`src/rtl/data_cache.sv`:
```
// Direct-mapped, write-back, write-allocate data cache with one-word lines.
// Hits are serviced in the request cycle. Misses evict a dirty victim, then fill.
// A core halt writes back every dirty line and then parks the cache in DONE.
module data_cache #(
  parameter int LINES  = 8,
  parameter int ADDR_W = 32
) (
  input  logic              clk,
  input  logic              rst_b,
  input  logic              req_valid,
  input  logic              req_we,
  input  logic              req_is_word,
  input  logic [ADDR_W-1:0] req_addr,
  input  logic [31:0]       req_wdata,
  output logic [31:0]       resp_rdata,
  output logic              stall,
  input  logic              halted,
  output logic              flush_done,
  output logic              mem_req,
  output logic              mem_we,
  output logic [ADDR_W-1:0] mem_addr,
  output logic [31:0]       mem_wdata,
  input  logic [31:0]       mem_rdata,
  input  logic              mem_ack
);
  localparam int IDX_W = $clog2(LINES);
  localparam int TAG_W = ADDR_W - IDX_W - 2;

  typedef enum logic [2:0] {
    S_IDLE, S_WB, S_FILL, S_FLUSH_SCAN, S_FLUSH_WB, S_DONE
  } state_t;

  state_t r_state, w_state_next;

  // Line storage
  logic             r_valid [LINES];
  logic             r_dirty [LINES];
  logic [TAG_W-1:0] r_tag   [LINES];
  logic [31:0]      r_data  [LINES];

  // Miss context latched so the transaction survives req_valid dropping
  logic [IDX_W-1:0] r_miss_idx;
  logic [TAG_W-1:0] r_miss_tag;
  logic [IDX_W-1:0] r_scan_idx, w_scan_idx_next;

  // Registered memory interface
  logic              r_mem_req, w_mem_req_next;
  logic              r_mem_we, w_mem_we_next;
  logic [ADDR_W-1:0] r_mem_addr, w_mem_addr_next;
  logic [31:0]       r_mem_wdata, w_mem_wdata_next;

  logic [IDX_W-1:0] w_req_idx, w_cur_idx;
  logic [TAG_W-1:0] w_req_tag, w_cur_tag;
  logic [1:0]       w_lane;
  logic             w_hit, w_ack, w_service, w_hit_store, w_miss, w_install;
  logic             w_scan_last;
  logic [31:0]      w_store_word;

  assign w_req_idx   = req_addr[IDX_W+1:2];
  assign w_req_tag   = req_addr[ADDR_W-1:IDX_W+2];
  assign w_lane      = req_addr[1:0];
  assign w_hit       = r_valid[w_req_idx] & (r_tag[w_req_idx] == w_req_tag);
  assign w_ack       = r_mem_req & mem_ack;
  assign w_service   = (r_state == S_IDLE) & req_valid & ~halted;
  assign w_hit_store = w_service & w_hit & req_we;
  assign w_miss      = w_service & ~w_hit;
  assign w_install   = (r_state == S_FILL) & w_ack;
  assign w_scan_last = (r_scan_idx == IDX_W'(LINES - 1));
  // In IDLE the miss being opened is the live request; afterwards use the latch
  assign w_cur_idx   = (r_state == S_IDLE) ? w_req_idx : r_miss_idx;
  assign w_cur_tag   = (r_state == S_IDLE) ? w_req_tag : r_miss_tag;

  assign mem_req    = r_mem_req;
  assign mem_we     = r_mem_we;
  assign mem_addr   = r_mem_addr;
  assign mem_wdata  = r_mem_wdata;
  assign flush_done = (r_state == S_DONE);

  // Store merge: whole word or a single little-endian byte lane
  always_comb begin
    w_store_word = r_data[w_req_idx];
    if (req_is_word) begin
      w_store_word = req_wdata;
    end else begin
      w_store_word[{w_lane, 3'b000} +: 8] = req_wdata[7:0];
    end
  end

  // Load data straight from the array; bytes are zero-extended
  always_comb begin
    resp_rdata = '0;
    if (w_hit) begin
      resp_rdata = req_is_word ? r_data[w_req_idx]
                               : {24'b0, r_data[w_req_idx][{w_lane, 3'b000} +: 8]};
    end
  end

  // Stall whenever the request cannot be answered this cycle; forced low in reset
  always_comb begin
    stall = 1'b0;
    if (rst_b) begin
      case (r_state)
        S_IDLE:  stall = req_valid & (halted | ~w_hit);
        S_DONE:  stall = req_valid;
        default: stall = 1'b1;
      endcase
    end
  end

  // Next-state and scan-index logic
  always_comb begin
    w_state_next    = r_state;
    w_scan_idx_next = r_scan_idx;
    case (r_state)
      S_IDLE: begin
        if (halted) begin
          w_state_next    = S_FLUSH_SCAN;
          w_scan_idx_next = '0;
        end else if (req_valid && !w_hit) begin
          w_state_next = (r_valid[w_req_idx] && r_dirty[w_req_idx]) ? S_WB : S_FILL;
        end
      end
      S_WB:   if (w_ack) w_state_next = S_FILL;
      S_FILL: if (w_ack) w_state_next = S_IDLE;
      S_FLUSH_SCAN: begin
        if (r_valid[r_scan_idx] && r_dirty[r_scan_idx]) begin
          w_state_next = S_FLUSH_WB;
        end else if (w_scan_last) begin
          w_state_next = S_DONE;
        end else begin
          w_scan_idx_next = r_scan_idx + 1'b1;
        end
      end
      S_FLUSH_WB: begin
        if (w_ack) begin
          if (w_scan_last) begin
            w_state_next = S_DONE;
          end else begin
            w_state_next    = S_FLUSH_SCAN;
            w_scan_idx_next = r_scan_idx + 1'b1;
          end
        end
      end
      S_DONE:  w_state_next = S_DONE;
      default: w_state_next = S_IDLE;
    endcase
  end

  // Memory request for the state being entered; always idles one cycle after an ack
  always_comb begin
    w_mem_req_next   = 1'b0;
    w_mem_we_next    = 1'b0;
    w_mem_addr_next  = '0;
    w_mem_wdata_next = '0;
    if (!w_ack) begin
      case (w_state_next)
        S_WB: begin
          w_mem_req_next   = 1'b1;
          w_mem_we_next    = 1'b1;
          w_mem_addr_next  = {r_tag[w_cur_idx], w_cur_idx, 2'b00};
          w_mem_wdata_next = r_data[w_cur_idx];
        end
        S_FILL: begin
          w_mem_req_next  = 1'b1;
          w_mem_addr_next = {w_cur_tag, w_cur_idx, 2'b00};
        end
        S_FLUSH_WB: begin
          w_mem_req_next   = 1'b1;
          w_mem_we_next    = 1'b1;
          w_mem_addr_next  = {r_tag[w_scan_idx_next], w_scan_idx_next, 2'b00};
          w_mem_wdata_next = r_data[w_scan_idx_next];
        end
        default: ;
      endcase
    end
  end

  // FSM state, scan index, miss latch and memory interface registers
  always_ff @(posedge clk or negedge rst_b) begin
    if (!rst_b) begin
      r_state     <= S_IDLE;
      r_scan_idx  <= '0;
      r_miss_idx  <= '0;
      r_miss_tag  <= '0;
      r_mem_req   <= 1'b0;
      r_mem_we    <= 1'b0;
      r_mem_addr  <= '0;
      r_mem_wdata <= '0;
    end else begin
      r_state     <= w_state_next;
      r_scan_idx  <= w_scan_idx_next;
      r_mem_req   <= w_mem_req_next;
      r_mem_we    <= w_mem_we_next;
      r_mem_addr  <= w_mem_addr_next;
      r_mem_wdata <= w_mem_wdata_next;
      if (w_miss) begin
        r_miss_idx <= w_req_idx;
        r_miss_tag <= w_req_tag;
      end
    end
  end

  // Valid and dirty bits: cleared by reset, updated by hits, fills and writebacks
  always_ff @(posedge clk or negedge rst_b) begin
    if (!rst_b) begin
      for (int i = 0; i < LINES; i++) begin
        r_valid[i] <= 1'b0;
        r_dirty[i] <= 1'b0;
      end
    end else begin
      if (w_hit_store) r_dirty[w_req_idx] <= 1'b1;
      if ((r_state == S_WB) && w_ack) r_dirty[r_miss_idx] <= 1'b0;
      if ((r_state == S_FLUSH_WB) && w_ack) r_dirty[r_scan_idx] <= 1'b0;
      if (w_install) begin
        r_valid[r_miss_idx] <= 1'b1;
        r_dirty[r_miss_idx] <= 1'b0;
      end
    end
  end

  // Tag and data arrays: written by fills and store hits; contents meaningless until valid
  always_ff @(posedge clk) begin
    if (w_install) begin
      r_tag[r_miss_idx]  <= r_miss_tag;
      r_data[r_miss_idx] <= mem_rdata;
    end else if (w_hit_store) begin
      r_data[w_req_idx] <= w_store_word;
    end
  end
endmodule

```
`config.mk`:
```
export PLATFORM = sky130hd
export DESIGN_NAME = data_cache
export DESIGN_NICKNAME = d
export VERILOG_FILES = /design/src/rtl/data_cache.sv
export SDC_FILE = /design/constraint.sdc
export NUM_CORES = 1
export LEC_CHECK = 0
export ABC_CLOCK_PERIOD_IN_PS = 4760
export BUFFER_PORTS_ARGS = -buffer_cell sky130_fd_sc_hd__buf_4
export CAP_MARGIN = 20
export CELL_PAD_IN_SITES_DETAIL_PLACEMENT = 0
export CELL_PAD_IN_SITES_GLOBAL_PLACEMENT = 1
export CORE_MARGIN = 8
export CORE_UTILIZATION = 48
export CTS_BUF_LIST = sky130_fd_sc_hd__clkbuf_8
export CTS_CLUSTER_DIAMETER = 200
export DETAILED_ROUTE_END_ITERATION = 12
export PLACE_DENSITY_LB_ADDON = 0.08
export SYNTH_ARGS = -nofsm -noshare
export SYNTH_HDL_FRONTEND = slang
export SYNTH_SLANG_ARGS = --single-unit
```
`constraint.sdc`:
```
create_clock -name clk -period 4.76 [get_ports clk]
set_input_delay 0.952 -clock clk [delete_from_list [all_inputs] [get_ports clk]]
set_output_delay 0.952 -clock clk [all_outputs]
set_load 0.01 [all_outputs]
```
==> flow_summary.toml <==
[synth]
async_flop_share = 0.197
yosys-top-cells-area = "edfxtp_1 (44%), mux4_2 (14%), mux2i_1 (9.9%), dfrtp_1 (9.0%), mux2_2 (3.3%)"
yosys_register_bits = 588
synthFlopType = "edfxtp_1"
yosys.cell_count.top_type = "edfxtp_1"
yosysTopAreaCell = "edfxtp_1"
synth_top_area_share = 0.438
synthTopCellsByCount = "edfxtp_1 (472), mux2i_1 (319), mux4_2 (203)"
yosys_warnings = 0
syn_area_um2 = 32300
yosysUniqueCellTypes = 69
synth_edf_count = 472
avgSynthCellArea_um2 = 13.5
synth_cells = 2389
synth-seq-area-share = 0.528

[route]
drtIter0Drc = 2474
avgRoutedWirePerCell_um = 30.2
wl_mm = 111
avgViaCountPerCell = 6.54
first_pass_iters = 6
ant_nets = 0
remaining_drc_errors = 0
vias = 24084

[placed_design]
post-place-cells = 3477
port_buffers = 200
gp_congestion = 0.904
dpl.hpwl_mm = 71.7

[power]
power_density_nw_per_um2 = 578
total_power_w = 0.0225
power_leakage_nw = 14.7
ir_drop_mv = 0.524

[run]
max_cap_viol_count = 0

[die]
rows = 95
core_um2 = 66900
initial_utilization = 0.483
die_h_um = 276
die_w_um = 276
pin_count = 203
dieArea_um2 = 75900

[clock_tree]
clock_latency_ns = 0.71
hold_buffers = 0
cts_max_path_buffers = 3
cts.sinks = 588
cts_inserted_buffers = 102
cts.clk_slew.worst_paths_ns = 0.07
cts_tree = "built"
cts-root-buf = "clkbuf_8"
htree_levels = 3

[timing]
final.setup_skew_ns = 0.0347
report.final.hold_viol_count = 0
slew_violations = 0
fin_crit_sh = 0.978
tightest_slew_ns = 0.974
clock.fmax_mhz = 215
setup_violations = 0
timing.slew.headroom = 0.351
finalCriticalPeriod_ns = 4.66

[run_status]
status = "completed"

[global_routing]
grt_max_degree = 81
grt_antenna_before_repair = 1
grt_pass1_vias = 24656
grt_usage = 0.289
grt.overflow.total = 0
grt_pass1_wl_mm = 163

[cells_and_area]
nFillCells = 5325
drive_gt1_frac = 0.332
stdcell_count = 3681
final_nets = 2828
syn_to_final_growth_pct = 20.4

[hold_path]
hp-class = "primary input to async pin"

[worst_setup_path]
path_class = "primary input to primary output"
cp-end-kind = "primary output"
start_kind = "primary input"
cp.required_ns = 3.81
cp.arrival_ns = 3.70
critPathMaxFanout = 8
==> worst max-delay path, stage by stage <==
cell and delay, ns:
buf_16 0.14, buf_16 0.18, mux4_2 0.51, nor2_1 0.14, or3_4 0.15, nand4_1 0.15
nor4_4 0.47, buf_4 0.21, nand3_1 0.24, buf_4 0.26, nor2_1 0.14, buf_4 0.14
==> path summary, 6_finish.rpt <==
kind	startpoint	to	slack, ns	depth (start not counted)
worst min-delay path	rst_b	mem_addr[27]	0.18	1
min in group clk	req_addr[28]	r_miss_tag[23]	0.50	2
max in group asynchronous	rst_b	mem_wdata[1]	3.64	2
worst max register to register	r_tag[6][24]	r_data[6][30]	0.74	13
worst min register to register	r_valid[6]	r_valid[6]	0.50	1
worst max-delay path	req_addr[2]	resp_rdata[7]	0.10	12
==> cell families (layout without fill, tap and decap cells) <==
kind of cell	Yosys count	count (layout)	share of synthesized area
multiplexers	629	629	0.277
flip-flops	588	588	0.528
adder cells (fa/ha/maj)	6	6	0.00232
other	1	3	0.000116
AND/OR/NAND/NOR	515	515	0.0747
AO/OA/AOI/OAI	423	423	0.0838
XOR/XNOR	17	17	0.00460
buffers and inverters	210	627	0.0292
==> final cells by class <==
class	instances	area, um^2	area share
Inverter	22	87.6	0.00225
Clock buffer	119	1640	0.0420
Antenna cell	1	2.50	0.0000642
Sequential cell	588	17100	0.438
Clock inverter	73	462	0.0119
Multi-Input combinational cell	1592	14700	0.378
Timing Repair Buffer	413	3860	0.0992
Tap cell	873	1090	0.0280
==> cells in the final DEF (no fill, tap or decap), types with 17 or more instances in the layout <==
master	Yosys	layout
edfxtp_1	472	472
buf_4	10	349
a31oi_1	31	29
mux2_2	95	95
nand4_1	17	17
nor2_1	129	113
inv_1	18	44
buf_12	0	44
clkinv_2	0	20
mux2i_1	319	313
a22oi_1	30	29
o22ai_1	133	127
o21ai_0	74	68
dfrtp_1	116	116
mux4_2	203	203
clkbuf_8	0	119
nand3_1	56	55
a21oi_1	59	58
nand2_1	197	195
==> routing by layer <==
metal | track usage | share of wire
met5 | 0 | 0
met4 | 0.120 | 0.040
met3 | 0.0510 | 0.080
met2 | 0.480 | 0.48
met1 | 0.373 | 0.39
==> power by group <==
part | internal [W] | switching, W
logic | 0.00501 | 0.00592
registers | 0.00631 | 0.000570
clock network | 0.00256 | 0.00216
==> what timing repair did <==
item                                    4_1_cts  5_1_grt
gates resized for setup                      13       45
endpoints found under the setup margin       32       32
setup buffers                                 1        5
gates cloned                                  3        2
pin swaps                                     4       10
==> per-stage QoR <==
step	utilization	setup WS (ns)	hold slack (ns)	area (um^2)	TNS, ns
6_report	0.582	0.103	0.178	39000	0
5_1_grt	0.582	-0.0117	0.201	39000	-0.0294
3_5_place_dp	0.544	-0.523	0.487	36400	-68.90
3_3_place_gp	0.544	-0.468	0.478	36400	-55.02
4_1_cts	0.578	0.00276	0.168	38700	0
2_1_floorplan	-	-0.651	0.449	32400	-80.11
==> state kept, by name, indices dropped and copies added, names as in the netlist <==
register,cells
r_data,256
mem_req,1
r_valid,8
mem_we,1
r_state,3
r_dirty,8
mem_wdata,32
r_miss_tag,27
r_scan_idx,3
r_miss_idx,3
r_tag,216
mem_addr,30
No activity file was read; power rests on OpenSTA's default activity.
